===== src/rtl/reset_sequencer_pkg.sv =====
// reset_pkg: shared types for the reset sequencer.
//   rst_cause_t  - encoding of the last reset cause reported to the command interface.
//   rseq_state_t - sequencer FSM states.
//   cnt_width()  - bits needed for a counter whose largest value is 'term'.
package reset_pkg;

    typedef enum logic [1:0] {
        RST_POR = 2'd0,
        RST_BTN = 2'd1,
        RST_WDT = 2'd2,
        RST_SW  = 2'd3
    } rst_cause_t;

    typedef enum logic [1:0] {
        ST_ASSERT = 2'd0,
        ST_GAP    = 2'd1,
        ST_IDLE   = 2'd2
    } rseq_state_t;

    // A counter that must hold the value 'term' needs clog2(term+1) bits.
    function automatic int cnt_width(input int term);
        return (term <= 1) ? 1 : $clog2(term + 1);
    endfunction

endpackage


===== src/rtl/reset_sequencer_if.sv =====
// reset_sequencer_if: request inputs and reset outputs of the reset sequencer.
//   btn_n     - raw async push-button, active-low
//   sw_req    - software reset request
//   wdt_en    - watchdog enable
//   wdt_kick  - watchdog kick
//   ext_rst_n - external SPI device reset, active-low
//   core_rst  - core logic reset, active-high
//   busy      - sequence in progress (state not IDLE)
//   cause     - cause of the last reset
//   state     - FSM state, exported for observation
// Signalling: there is no valid/ready pairing here. sw_req and wdt_kick are
// single-cycle pulses acted on at the clock edge that samples them and need no
// acknowledge; btn_n and wdt_en are levels. All outputs change only on clk.
// master = requester side (drives requests), slave = the sequencer.
interface reset_sequencer_if;
    import reset_pkg::*;

    logic        btn_n;
    logic        sw_req;
    logic        wdt_en;
    logic        wdt_kick;
    logic        ext_rst_n;
    logic        core_rst;
    logic        busy;
    rst_cause_t  cause;
    rseq_state_t state;

    modport master (
        output btn_n, sw_req, wdt_en, wdt_kick,
        input  ext_rst_n, core_rst, busy, cause, state
    );

    modport slave (
        input  btn_n, sw_req, wdt_en, wdt_kick,
        output ext_rst_n, core_rst, busy, cause, state
    );
endinterface


===== src/rtl/reset_sequencer_btn_debounce.sv =====
// btn_debounce: 2-flop synchronizer plus debounce for an active-low button.
//   clk, rst - system clock, synchronous active-high reset
//   btn_n    - raw asynchronous button, active-low
//   press    - registered one-cycle event, high in the cycle the consecutive
//              low count reaches DEBOUNCE
module btn_debounce
    import reset_pkg::*;
#(
    parameter int DEBOUNCE = 8
) (
    input  logic clk,
    input  logic rst,
    input  logic btn_n,
    output logic press
);
    localparam int CW = cnt_width(DEBOUNCE);

    logic          sync1;
    logic          sync2;
    logic [CW-1:0] low_cnt;

    // The count saturates at DEBOUNCE, so 'press' can only fire once per hold;
    // a single high sample clears it and re-arms detection.
    always_ff @(posedge clk) begin
        if (rst) begin
            sync1   <= 1'b1;
            sync2   <= 1'b1;
            low_cnt <= '0;
            press   <= 1'b0;
        end else begin
            sync1 <= btn_n;
            sync2 <= sync1;
            if (!sync2) begin
                if (low_cnt != CW'(DEBOUNCE))
                    low_cnt <= low_cnt + CW'(1);
                press <= (low_cnt == CW'(DEBOUNCE - 1));
            end else begin
                low_cnt <= '0;
                press   <= 1'b0;
            end
        end
    end
endmodule


===== src/rtl/reset_sequencer.sv =====
// reset_sequencer: collects button, watchdog and software reset requests and
// sequences a stretched ext_rst_n (active-low) followed by core_rst release.
//   clk, rst - system clock, synchronous active-high reset
//   bus      - reset_sequencer_if.slave: requests in; ext_rst_n, core_rst,
//              busy, cause, state out
module reset_sequencer
    import reset_pkg::*;
#(
    parameter int HOLD_CYCLES = 16,
    parameter int RELEASE_GAP = 4,
    parameter int DEBOUNCE    = 8,
    parameter int WDT_CYCLES  = 1024
) (
    input  logic                clk,
    input  logic                rst,
    reset_sequencer_if.slave    bus
);
    // One hold counter serves both ASSERT and GAP, so size it for the longer.
    localparam int HOLD_TERM = (HOLD_CYCLES > RELEASE_GAP) ? HOLD_CYCLES - 1 : RELEASE_GAP - 1;
    localparam int HW = cnt_width(HOLD_TERM);
    localparam int WW = cnt_width(WDT_CYCLES - 1);

    rseq_state_t   state;
    rseq_state_t   state_nxt;
    logic [HW-1:0] hold_cnt;
    logic [HW-1:0] hold_nxt;
    logic [WW-1:0] wdt_cnt;
    logic          ext_rst_n_q;
    logic          core_rst_q;
    rst_cause_t    cause_q;
    rst_cause_t    cause_nxt;
    logic          btn_evt;
    logic          wdt_expire;
    logic          trigger;

    btn_debounce #(.DEBOUNCE(DEBOUNCE)) u_debounce (
        .clk   (clk),
        .rst   (rst),
        .btn_n (bus.btn_n),
        .press (btn_evt)
    );

    // A kick on the terminal-count cycle suppresses expiry.
    assign wdt_expire = bus.wdt_en && (state == ST_IDLE) && !bus.wdt_kick &&
                        (wdt_cnt == WW'(WDT_CYCLES - 1));
    assign trigger    = btn_evt || wdt_expire || bus.sw_req;

    always_comb begin
        cause_nxt = cause_q;
        if (btn_evt)
            cause_nxt = RST_BTN;
        else if (wdt_expire)
            cause_nxt = RST_WDT;
        else if (bus.sw_req)
            cause_nxt = RST_SW;
    end

    always_comb begin
        state_nxt = state;
        hold_nxt  = hold_cnt + HW'(1);
        if (trigger) begin
            // Any trigger restarts the full hold, including from GAP.
            state_nxt = ST_ASSERT;
            hold_nxt  = '0;
        end else begin
            case (state)
                ST_ASSERT: if (hold_cnt == HW'(HOLD_CYCLES - 1)) begin
                    state_nxt = ST_GAP;
                    hold_nxt  = '0;
                end
                ST_GAP: if (hold_cnt == HW'(RELEASE_GAP - 1)) begin
                    state_nxt = ST_IDLE;
                    hold_nxt  = '0;
                end
                ST_IDLE: hold_nxt = '0;
                default: begin
                    state_nxt = ST_ASSERT;
                    hold_nxt  = '0;
                end
            endcase
        end
    end

    always_ff @(posedge clk) begin
        if (rst) begin
            state       <= ST_ASSERT;
            hold_cnt    <= '0;
            ext_rst_n_q <= 1'b0;
            core_rst_q  <= 1'b1;
            cause_q     <= RST_POR;
            wdt_cnt     <= '0;
        end else begin
            state       <= state_nxt;
            hold_cnt    <= hold_nxt;
            // Reset outputs are decoded from the next state so they change
            // together with the state register.
            ext_rst_n_q <= (state_nxt != ST_ASSERT);
            core_rst_q  <= (state_nxt != ST_IDLE);
            cause_q     <= cause_nxt;
            if (!bus.wdt_en || (state != ST_IDLE) || bus.wdt_kick || wdt_expire)
                wdt_cnt <= '0;
            else
                wdt_cnt <= wdt_cnt + WW'(1);
        end
    end

    assign bus.ext_rst_n = ext_rst_n_q;
    assign bus.core_rst  = core_rst_q;
    assign bus.busy      = (state != ST_IDLE);
    assign bus.cause     = cause_q;
    assign bus.state     = state;
endmodule


===== src/flat_wrapper.sv =====
// flat-port wrapper written by rule: the top's interface ports become plain ports
module reset_sequencer_flat import reset_pkg::*;
#(
    parameter int HOLD_CYCLES = 16,
    parameter int RELEASE_GAP = 4,
    parameter int DEBOUNCE    = 8,
    parameter int WDT_CYCLES  = 1024
)
  (clk, rst, bus_btn_n, bus_sw_req, bus_wdt_en, bus_wdt_kick, bus_ext_rst_n, bus_core_rst, bus_busy, bus_cause, bus_state);
  reset_sequencer_if bus_i ();
  input  logic clk;
  input  logic rst;
  input wire logic [$bits(bus_i.btn_n)-1:0] bus_btn_n;
  input wire logic [$bits(bus_i.sw_req)-1:0] bus_sw_req;
  input wire logic [$bits(bus_i.wdt_en)-1:0] bus_wdt_en;
  input wire logic [$bits(bus_i.wdt_kick)-1:0] bus_wdt_kick;
  output wire logic [$bits(bus_i.ext_rst_n)-1:0] bus_ext_rst_n;
  output wire logic [$bits(bus_i.core_rst)-1:0] bus_core_rst;
  output wire logic [$bits(bus_i.busy)-1:0] bus_busy;
  output wire logic [$bits(bus_i.cause)-1:0] bus_cause;
  output wire logic [$bits(bus_i.state)-1:0] bus_state;
  assign bus_i.btn_n = bus_btn_n;
  assign bus_i.sw_req = bus_sw_req;
  assign bus_i.wdt_en = bus_wdt_en;
  assign bus_i.wdt_kick = bus_wdt_kick;
  assign bus_ext_rst_n = bus_i.ext_rst_n;
  assign bus_core_rst = bus_i.core_rst;
  assign bus_busy = bus_i.busy;
  assign bus_cause = bus_i.cause;
  assign bus_state = bus_i.state;
  reset_sequencer #(.HOLD_CYCLES(HOLD_CYCLES), .RELEASE_GAP(RELEASE_GAP), .DEBOUNCE(DEBOUNCE), .WDT_CYCLES(WDT_CYCLES)) u_core (.clk(clk), .rst(rst), .bus(bus_i));
endmodule

===== config.mk =====
export PLATFORM = sky130hd
export DESIGN_NAME = reset_sequencer_flat
export DESIGN_NICKNAME = d
export VERILOG_FILES = /design/src/rtl/reset_sequencer_pkg.sv /design/src/rtl/reset_sequencer_if.sv /design/src/rtl/reset_sequencer_btn_debounce.sv /design/src/rtl/reset_sequencer.sv /design/src/flat_wrapper.sv
export SDC_FILE = /design/constraint.sdc
export NUM_CORES = 1
export LEC_CHECK = 0
export ABC_AREA = 1
export CORE_MARGIN = 5
export CORE_UTILIZATION = 54
export DETAILED_ROUTE_END_ITERATION = 10
export GPL_ROUTABILITY_DRIVEN = 0
export PLACE_DENSITY = 0.8
export SYNTH_ARGS = -nofsm -noshare
export SYNTH_HDL_FRONTEND = slang
export SYNTH_SLANG_ARGS = --single-unit
export TNS_END_PERCENT = 50

===== constraint.sdc =====
create_clock -name clk -period 1.3 [get_ports clk]
set_input_delay 0.195 -clock clk [delete_from_list [all_inputs] [get_ports clk]]
set_output_delay 0.195 -clock clk [all_outputs]
set_load 0.01 [all_outputs]

=== After elaboration in Yosys (flattened, before gate mapping) ===
Index checks and enable logic that the tools add are counted.

* Register bits: 27
* Input port bits: 6
* Output and inout port bits: 7
* Word-level logic and storage cells: 51

* Add/sub/neg operators: 3
* Equal/unequal tests: 9
* Multiplexer cells: 10
* Reductions and logical operators: 18

{| class="wikitable"
|+ Operators by type and width
! operator !! count
|-
| 10-bit by 1-bit adder with 10-bit output, second input constant || 1
|-
| 10-bit == test, second input constant || 1
|-
| 2-bit 2-to-1 mux || 5
|-
| 4-bit by 1-bit adder with 4-bit output, second input constant || 2
|-
| 4-bit 2-to-1 mux || 2
|-
| 4-bit case mux with 2 select lines || 1
|-
| 2-bit OR reduction || 4
|-
| 2-bit case mux with 3 select lines || 1
|-
| 1-bit logical OR || 5
|-
| 4-bit by 2-bit == test with 1-bit output, second input constant || 1
|-
| 4-bit by 3-bit == test with 1-bit output, second input constant || 1
|-
| 4-bit == test, second input constant || 1
|-
| 2-bit inequality test, second input constant || 2
|-
| 4-bit inequality test, second input constant || 1
|-
| 2-bit nonzero test || 2
|-
| 1-bit logical AND || 3
|-
| 3-bit nonzero test || 1
|-
| 2-bit by 1-bit == test with 1-bit output, second input constant || 1
|-
| 2-bit == test, second input constant || 1
|-
| 1-bit zero test || 2
|-
| 2-bit zero test || 1
|-
| 1-bit 2-to-1 mux || 1
|}

=== Longest topological paths before layout ===
Gate-level depths: netlist of run 1.

* Depth after elaboration: 8
* Depth in mapped cells: 7
* Depth with buffers taken out: 7

=== By module ===
A second synthesis of run 1 with hierarchy kept.

* Cell total of the unflattened synthesis: 166
* Area, all modules: 1291.2 um^2

{| class="wikitable"
|+ By module, submodules not included
! module !! instances !! cells each !! area an instance (um^2) !! sequential area each (um^2)
|-
| reset_sequencer || 1 || 127 || 996.0 || 400.4
|-
| btn_debounce || 1 || 39 || 295.3 || 140.1
|}

=== Worst setup path after synthesis of run 1 ===
No wires, ideal clock.

* Path kind: register to register
* From: reg u_core.wdt_cnt[0]
* To: reg u_core.wdt_cnt[6]
* Library setup time: 0.120 ns
* Arrival time: 1.028 ns
* Required time: 1.180 ns
* Slack: 0.153 ns
* Cell stages (with the launch flop): 8
* Buffers on the path: 0
* Period minus slack after synthesis: 1.147 ns
* Cells stage by stage: dfxtp_1 ha_1 nand2_1 inv_1 nand2_1 nor2_1 xor2_1 nor2_1

* Word-level cells in the longest chain between the ends: 4
* Elaborated cells on any way between the ends: 5
* Classes of those cells: 1 x add/sub; 1 x eq/ne; 3 x reduce/logical

{| class="wikitable"
|+ Ends and longest elaborated chain
! item !! line !! source
|-
| from (decl) || reset_sequencer.sv:27 || <nowiki>logic [WW-1:0] wdt_cnt;</nowiki>
|-
| from (signal assigned) || reset_sequencer.sv:103 || <nowiki>wdt_cnt <= wdt_cnt + WW'(1);</nowiki>
|-
| parallel branches: the longest is 4 deep, another holds 10-bit by 1-bit adder with 10-bit output || - ||
|}

Several ways; the timed one is not identified.
A chain may end at the register's enable or synchronous reset.

=== Worst setup path in the final report of run 1 ===
* From: reg u_core.wdt_cnt[0]
* To: reg u_core.wdt_cnt[5]

The elaborated chain is that of the path after synthesis.

==> results list, run 1 <==
- Nature of the critical path startpoint: flip-flop
* Number of buffers created by CTS: 3
* Sequential cell area in the final layout: 547 um^2
- Leading post-synthesis cells by cell area: dfxtp_1, nand2_1, nor2_1
* First-pass GRT wire length: 3540 um
- Counting every net in the synthesized netlist gives 169.
* Maximum resistive drop on vdd: 0.663 mV
- H-tree levels: 1
* Yosys warning count: 0
- The startpoint identified for the worst hold timing path is bus_btn_n.
- Summing all multi-input logic gate instances after layout gives 642 um^2.
- Reg-to-reg critical path startpoint: u_core.wdt_cnt[0]
- Buffers placed on the I/O ports in this run total 12.
- Count of nets left with antenna violations after detail routing: 0
- After synthesis, the mean cell area works out to 7.69 um^2.
- Entering global routing, the biggest net connects 17 pins.
- The final layout contains routed wiring with a total length of 2170 um.
- Fraction of final layout cells with drive strength greater than 1: 21.3%
- Endpoints failing hold: 0
- Total Die Area: 0.00332 mm^2
- The number of antenna diodes in the final layout is 0.
* Overall overflow remaining after global route: 0
- Drc violations: 0
- For this run, the number of standard cells in the final layout without fillers is 206.
- Number of placed cells counting well taps: 200
* Post-synthesis cell area: 0.00122 mm^2
- Final setup violation count: 0
- Hold/Removal Path Class: primary input to flip-flop
- The run finished with clean final reports.
- Post-Route Setup TNS: 0 ps
* Critical path class: flip-flop to flip-flop
- Antenna violations before repair: 0
- Required time worst endpoint: 1530 ps
* Max frequency: 822 MHz
- Compared with the post-synthesis result, the final layout area differs by 20.0%.
* Power Total: 0.00127 W
- Sequential fraction of the synthesis area: 44.2%
- Violation count after the first detailed-routing iteration: 27
- Counting every instance in the synthesized netlist gives 159.
- Detailed-route via count: 996
* Hold Buf Count CTS: 0
* TritonCTS clock tree: done
- Clock latency on the worst-skew pair: 330 ps
- Arrival time reported for the critical path endpoint: 1450 ps
- Detailed placement ended at an HPWL of 1610 um.
- Max-cap violations in this run came to 0.
- The top cell type by area accounts for 44.2% of the synthesized area.
* Unique masters post-synth: 26
* Most used standard cells in the synthesized netlist: nand2_1, dfxtp_1, nor2_1
* Critical path endpoint category: flip-flop
- Final-stage net count: 189
- Of all flip-flops after synthesis, the portion carrying an async set or reset was 0%.
- Lkg Pwr: 0.620 nW
* Sinks on Clock Net: 27
- Global routing used 13.7% of the available tracks.
- Via count of the first global-routing pass: 891
* Synthesis-stage register bit count: 27
- Period utilisation layout: 93.6%
* Ys flop type: dfxtp_1
- Fill cell total of the finished layout: 197
* Power density relative to cell area: 867 mW/mm^2
- From left edge to right edge, the die measures 57.6 um.
- The most common cell in the synthesized netlist is nand2_1.
- The clock passes through at most 2 buffers.
- In this run the standard cell core region covers 0.00219 mm^2.
* Worst-case headroom to the max-slew limit: 82.0%
- Initial core utilization: 55.8%
* CP Launch Point: u_core.wdt_cnt[0]
- Clock-pin slew was measured on the worst setup and hold paths at 150 ps.
* Placed standard-cell area: 0.00139 mm^2
- Final max-slew violation count: 0
* Number of top-level pins: 13
* Largest area contributor in the synthesized netlist: dfxtp_1
* Height of the die: 57.6 um
* Slew at the pin with the worst max-slew slack: 269 ps
- Via/cell ratio: 4.83
* Final core occ: 66.9%
* Clock tree skew after final layout: 7.71 ps
* CP max FO: 5
- Counting flops with a built-in enable in the synthesized netlist gives 0.
- Once layout is done, the placed cells without fillers occupy 0.00147 mm^2.
- In the final routed layout, each cell accounts on average for 10.5 um.
- The worst path in the final design needs a cycle of 1220 ps, including I/O delays and setup.
* Library cell used as clock root buffer: clkbuf_4
- Placement row count: 17
- Number of search-and-repair iterations in the first detailed-routing pass: 4
## critical path, cell delays in order, from the launching register on
cell and delay (ps):
dfxtp_2 360, ha_2 180, nand2_2 80, nor2_4 130
nand3_1 150, nand2_2 170, nor2_1 60
## kinds of logic (layout without fill, tap and decap cells)
| logic type | count (synthesis) | count (layout) | share of synthesized area (%) |
|---|---|---|---|
| simple gates | 86 | 87 | 34.5 |
| flops | 27 | 27 | 44.2 |
| buf+inv | 24 | 42 | 7.37 |
| compound gates | 13 | 13 | 6.24 |
| xor+xnor | 5 | 5 | 3.58 |
| fa+ha+maj | 4 | 4 | 4.09 |
## layout make-up
type / count / area share (%)
clock buffers: 3 / 1.54
clock inverters: 1 / 0.512
inverters: 24 / 6.14
multi-input cells: 109 / 43.8
flip-flops and latches: 27 / 37.3
well taps: 28 / 2.39
repair buffers: 14 / 8.36
## state kept, by name (all words and copies together), names as in the netlist
name and count:
u_core.wdt_cnt 10, u_core.hold_cnt 4, u_core.u_debounce.low_cnt 4, u_core.bus.cause 2, u_core.bus.state 2, u_core.bus.core_rst 1, u_core.bus.ext_rst_n 1, u_core.u_debounce.press 1
u_core.u_debounce.sync1 1, u_core.u_debounce.sync2 1
## per-stage QoR
| stage | hold slack [ps] | setup WS (ps) |
|---|---|---|
| finish | 425 | 82.8 |
| global route | 401 | -0.805 |
| CTS | 405 | 24.0 |
| detailed placement | 398 | -113 |
| global placement | 399 | -68.7 |
| floorplan | 299 | 153 |
## layout by cell type, fill, tap and decap left out, types with 3 or more instances in the layout
cell             Yosys  routed
nand2_1             30      28
dfxtp_1             27      24
inv_1               21      20
nor2_1              22      19
nand3_1             12      12
dlygate4sd2_1        0       6
nand2_2              3       5
a21oi_1              6       5
clkdlybuf4s50_1      0       5
inv_2                3       4
nor2_2               2       4
or2_2                4       4
nor2_4               2       3
or2_1                3       3
o21ai_0              3       3
xor2_1               3       3
ha_1                 4       3
clkbuf_4             0       3
## timing repair
item                       CTS  global route
setup buffers                1             0
resized for setup           14            13
cloned                       0             1
pin swaps                    0             3
setup endpoints to repair   11            20
## per-layer routing
metal  global-route usage (%)  vias to the layer above  routed length (um)
li1                         -                      537                   -
met1                     16.3                      441                 980
met2                     22.7                       13                1050
met3                     3.17                        5                  83
met4                     6.95                        0                  53
met5                        0                        -                   0
## final timing paths
path / to / cells after the start / slack (ps)
min reg2reg: u_core.u_debounce.sync2 / 1 / 430
min: u_core.u_debounce.sync1 / 2 / 430
max: u_core.wdt_cnt[5] / 6 / 80
max reg2reg: u_core.wdt_cnt[5] / 6 / 80
## power breakdown
| part | switching, W | internal [W] |
|---|---|---|
| registers | 0.00000566 | 0.000837 |
| clock network | 0.000248 | 0.000118 |
| logic | 0.0000303 | 0.0000327 |
| total | 0.000284 | 0.000987 |
(Power assumes the default switching activity.)
==> inputs of run 2 (changes only) <==
--- a/config.mk
+++ b/config.mk
@@ -5,8 +5,7 @@
 export SDC_FILE = /design/constraint.sdc
 export NUM_CORES = 1
 export LEC_CHECK = 0
-export ABC_AREA = 1
-export CORE_MARGIN = 5
+export CORE_MARGIN = 1
 export CORE_UTILIZATION = 54
 export DETAILED_ROUTE_END_ITERATION = 10
 export GPL_ROUTABILITY_DRIVEN = 0
==> run 2 against run 1 <==
  * Die area shrank 27%
  * Register-to-register slack lost 160 ps
  * Via count grew 2.5%
  * Highest routed layer unchanged
  * Utilization grew 12 points
  * Maximum frequency shrank 12%
  * Largest power group unchanged
  * The run now ends with setup timing left
  * Largest cell class unchanged
  * Critical path depth shrank 2
  * Worst hold slack gained 4.6 ps
  * Setup slack lost 160 ps
==> results list, run 2 <==
- The run finished, with violations left.
- The final reports fail on setup timing.
- Fraction of power consumed by combinational cells: 5.4% (+0.4 points)
- The overall fraction of global-route tracks in use was 21.3% (+7.6 points).
- Ys flop type: dfxtp_1
- The worst setup path is launched from a flip-flop.
- The number of buffers inserted during clock tree synthesis is 3 (unchanged).
- The CTS H-tree depth is 1 (unchanged).
- The normalized max-slew margin was 79.2% (-2.7 points).
* Hold Slack: 430 ps (+4.57 ps)
- Required time worst endpoint: 1540 ps (about the same)
- The switching share of power came to 20.8% (-1.5 points).
- The final design instance area without fill is 0.00159 mm^2 (+8.4%).
- Hold/Removal Path Class: primary input to flip-flop
* EDFF count, synth: 0 (unchanged)
- The final number of hold-violating endpoints is 0 (unchanged).
* Depth of the worst hold-timing path: 2 (unchanged)
- Clock tree skew after final layout: 7.08 ps (-0.631 ps)
* Number of search-and-repair iterations in the first detailed-routing pass: 4 (unchanged)
- The worst register-to-register path ends at u_core.wdt_cnt[9].
- In the post-synthesis netlist, the biggest area contributors are dfxtp_1, ha_1, nor3_1.
- Unique masters post-synth: 41 (+58%)
* Horizontal extent of the die: 49.1 um (-15%)
- Placed standard-cell area: 0.00151 mm^2 (+9.3%)
* Final setup violation count: 5 (+5)
* Commonest cells after routing, fill and taps aside: buf_4, dfxtp_1, nand2_1, nor3_1, dfxtp_2
- Largest net degree at the start of global routing: 15 (-2)
- TritonCTS clock tree: done
- Post-synthesis to final-layout area growth: 32.7%
- HPWL Detailed: 1740 um (+8.2%)
* Count of nets left with antenna violations after detail routing: 0 (unchanged)
* Max clock buf depth: 2 (unchanged)
- The clock network fraction of design power came to 27.4% (-1.4 points).
- Clock latency on the worst-skew pair: 310 ps (-20 ps)
- The sum of overflow across all layers after global routing came to 0 (unchanged).
* Clock transition at the register clock pins on the worst setup and hold paths after CTS: 140 ps (about the same)
- Fill cell total of the finished layout: 135 (-31%)
- Height of the die: 49.1 um (-15%)
- The worst setup path is of the flip-flop to flip-flop kind.
- Sinks on Clock Net: 27 (unchanged)
- The post-place setup slack was -401 ps (-288 ps).
- The via count of the first global-routing pass was 970 (+8.9%).
- The synthesized design spends more area on one cell type than any other, namely dfxtp_1.
- The area of the multi-input gates is 692 um^2 (+7.8%).
* First-pass GRT wire length: 4040 um (+14%)
- The final wirelength is 2400 um (+11%).
- Internal Pwr Total: 0.000999 W (+1.1%)
- The post-layout net count came to 170 (-10%).
- Reg-to-reg critical path startpoint: u_core.bus.state[1]
- The critical path data arrival time is 1610 ps (+160 ps).
* Share of synthesized flip-flops with an asynchronous set or reset: 0% (unchanged)
- The placeable core region is 0.00202 mm^2 (-7.7%).
- The max-cap check violation count is 0 (unchanged).
- The initial standard-cell utilization of the core came to 59.2% (+3.4 points).
- The part of the Yosys area used for sequential elements was 45.1% (+0.92 points).
* Maximum resistive drop on vdd: 0.731 mV (+10%)
* Max frequency: 726 MHz (-12%)
- The sequential cell area in the final layout was 549 um^2 (+0.46%).
* Slew at the pin with the worst max-slew slack: 310 ps (+40.2 ps)
* Final max-slew violation count: 0 (unchanged)
- The area of the mapped netlist was 0.00120 mm^2 (-2.0%).
- Clock tree synthesis selected as its root buffer the cell clkbuf_4.
- The count of vias placed by the detailed router is 1021 (+2.5%).
* Antenna violations before repair: 0 (unchanged)
- The DRC marker count from the first detailed-route iteration was 33 (+22%).
* Lkg Pwr: 0.571 nW (-8.0%)
* Register bank with the most flops: u_core.wdt_cnt
- Hold wc startpoint: bus_btn_n
- The final routed DRC violation total is 0 (unchanged).
* Buffers added on ports: 12 (unchanged)
* Post-Syn Nets: 135 (-20%)
- Most frequent cell after synthesis: dfxtp_1
- The maximum net fanout on the critical path is 2 (-3).
* Most used standard cells in the synthesized netlist: dfxtp_1, nand2_1, nor3_1
- The total number of placement rows was 16 (-1).
- Fraction of final layout cells with drive strength greater than 1: 34.6% (+13 points)
* Number of placed cells counting well taps: 181 (-9.5%)
- The number of buffers inserted for hold repair after clock tree synthesis was 0 (unchanged).
- Critical path endpoint category: flip-flop
- The switching power summed over all nets was 0.000263 W (-7.5%).
- Number of standard cells in the layout, taps in and fillers out: 186 (-9.7%)
* Worst r2r path cells: 4 (-2)
- Area fraction of the dominant cell type after synthesis: 45.1% (+0.92 points)
* Max FFs per register: 10 (unchanged)
* Sequential share of power: 67.2% (+1.0 points)
- PnR worst setup slack: -77.3 ps (-160 ps)
* Routed wire per std cell: 12.9 um (+23%)
* Power density relative to cell area: 794 mW/mm^2 (-8.5%)
* Shortest clock period the worst path allows after layout: 1380 ps (+160 ps)
* Setup repair after global routing missed its margin: true
- The register bit count reported by yosys is 27 (unchanged).
* Via/cell ratio: 5.49 (+14%)
- Number of top-level pins: 13 (unchanged)
- Total Die Area: 0.00241 mm^2 (-27%)
- For hold timing, the worst endpoint is u_core.u_debounce.sync1.
* Number of diodes: 0 (unchanged)
* Yosys warning count: 0 (unchanged)
* Number of instances in the synthesized netlist: 125 (-21%)
- Largest registers: u_core.wdt_cnt (10), u_core.hold_cnt (4), u_core.u_debounce.low_cnt (4)
* Period utilisation layout: 106% (+12 points)
* Setup slack of the worst register-to-register path: -80 ps (-160 ps)
- Post-synthesis area per instance: 9.58 um^2 (+25%)
## run 2: changes by cell type after synthesis, moves of 4 or more
cell / delta
nand3_1: -7
inv_1: -17
nor2_1: -17
or3_1: +4
nand2_1: -20
nor3_1: +8
nand2b_1: +6
## run 2: power by group through the flow
stage,clock [W],combinational [W],sequential (W)
3_3_place_gp,0,0.0000662,0.000865
3_5_place_dp,0,0.0000689,0.000866
4_1_cts,0.000362,0.0000669,0.000847
6_report,0.000346,0.0000683,0.000847
2_1_floorplan,0,0.0000269,0.000866
5_1_grt,0.000400,0.0000736,0.000850
## run 2: area by class of cell
| class | instances | share of cell area, % |
|---|---|---|
| multi-input combinational | 90 | 43.5 |
| sequential | 27 | 34.6 |
| timing repair buffer | 34 | 17.2 |
| tap | 27 | 2.13 |
| clock buffer | 4 | 1.65 |
| inverter | 4 | 0.945 |
## run 2: worst max-delay path by stage
stage / startpoint / end / slack (ps) / cells after the start
4_1_cts: u_core.bus.state[1] / u_core.wdt_cnt[9] / -100 / 4
6_report: u_core.bus.state[1] / u_core.wdt_cnt[9] / -80 / 4
2_1_floorplan: u_core.wdt_cnt[0] / u_core.bus.ext_rst_n / -190 / 4
3_3_place_gp: bus_wdt_kick / u_core.bus.ext_rst_n / -360 / 4
3_5_place_dp: bus_wdt_kick / u_core.wdt_cnt[9] / -400 / 4
5_1_grt: u_core.wdt_cnt[7] / u_core.wdt_cnt[9] / -120 / 4
## run 2: critical path, stage by stage (launching register included)
cell and delay, ps:
dfxtp_2 360, buf_6 100, nand4bb_4 110, or4_4 520
o32ai_2 210
## run 2: what timing repair did
| action | in CTS | in global routing |
|---|---|---|
| endpoints found under the setup margin | 18 | 18 |
| gates resized for setup | 17 | 14 |
| cloned | 0 | 0 |
| pin swaps | 6 | 3 |
| buffers inserted | 1 | 0 |
## run 2: metal layers
metal | wire (um) | GRT usage [%]
met1 | 1190 | 28.5
met2 | 1120 | 34.9
met3 | 68 | 3.74
met4 | 18 | 5.88
met5 | 0 | 0
## run 2: kinds of logic after synthesis
| kind of cell | after synthesis | share of synthesized area [%] |
|---|---|---|
| adders and majority gates | 4 | 4.18 |
| and+or+nand+nor | 55 | 28.5 |
| AOI/OAI and AO/OA | 25 | 14.5 |
| muxes | 1 | 0.836 |
| xor gates and xnor gates | 5 | 3.66 |
| DFF | 27 | 45.1 |
| buffers and inverters | 8 | 3.13 |
## run 2: per-stage QoR
stage / setup TNS, ps / total power [W] / utilization, %
after global placement: -3680 / 0.000931 / 74.9
after global routing: -529 / 0.00132 / 78.6
after detailed placement: -4680 / 0.000935 / 74.9
after CTS: -327 / 0.00128 / 76.9
final: -307 / 0.00126 / 78.6
after floorplan: -908 / 0.000893 / -
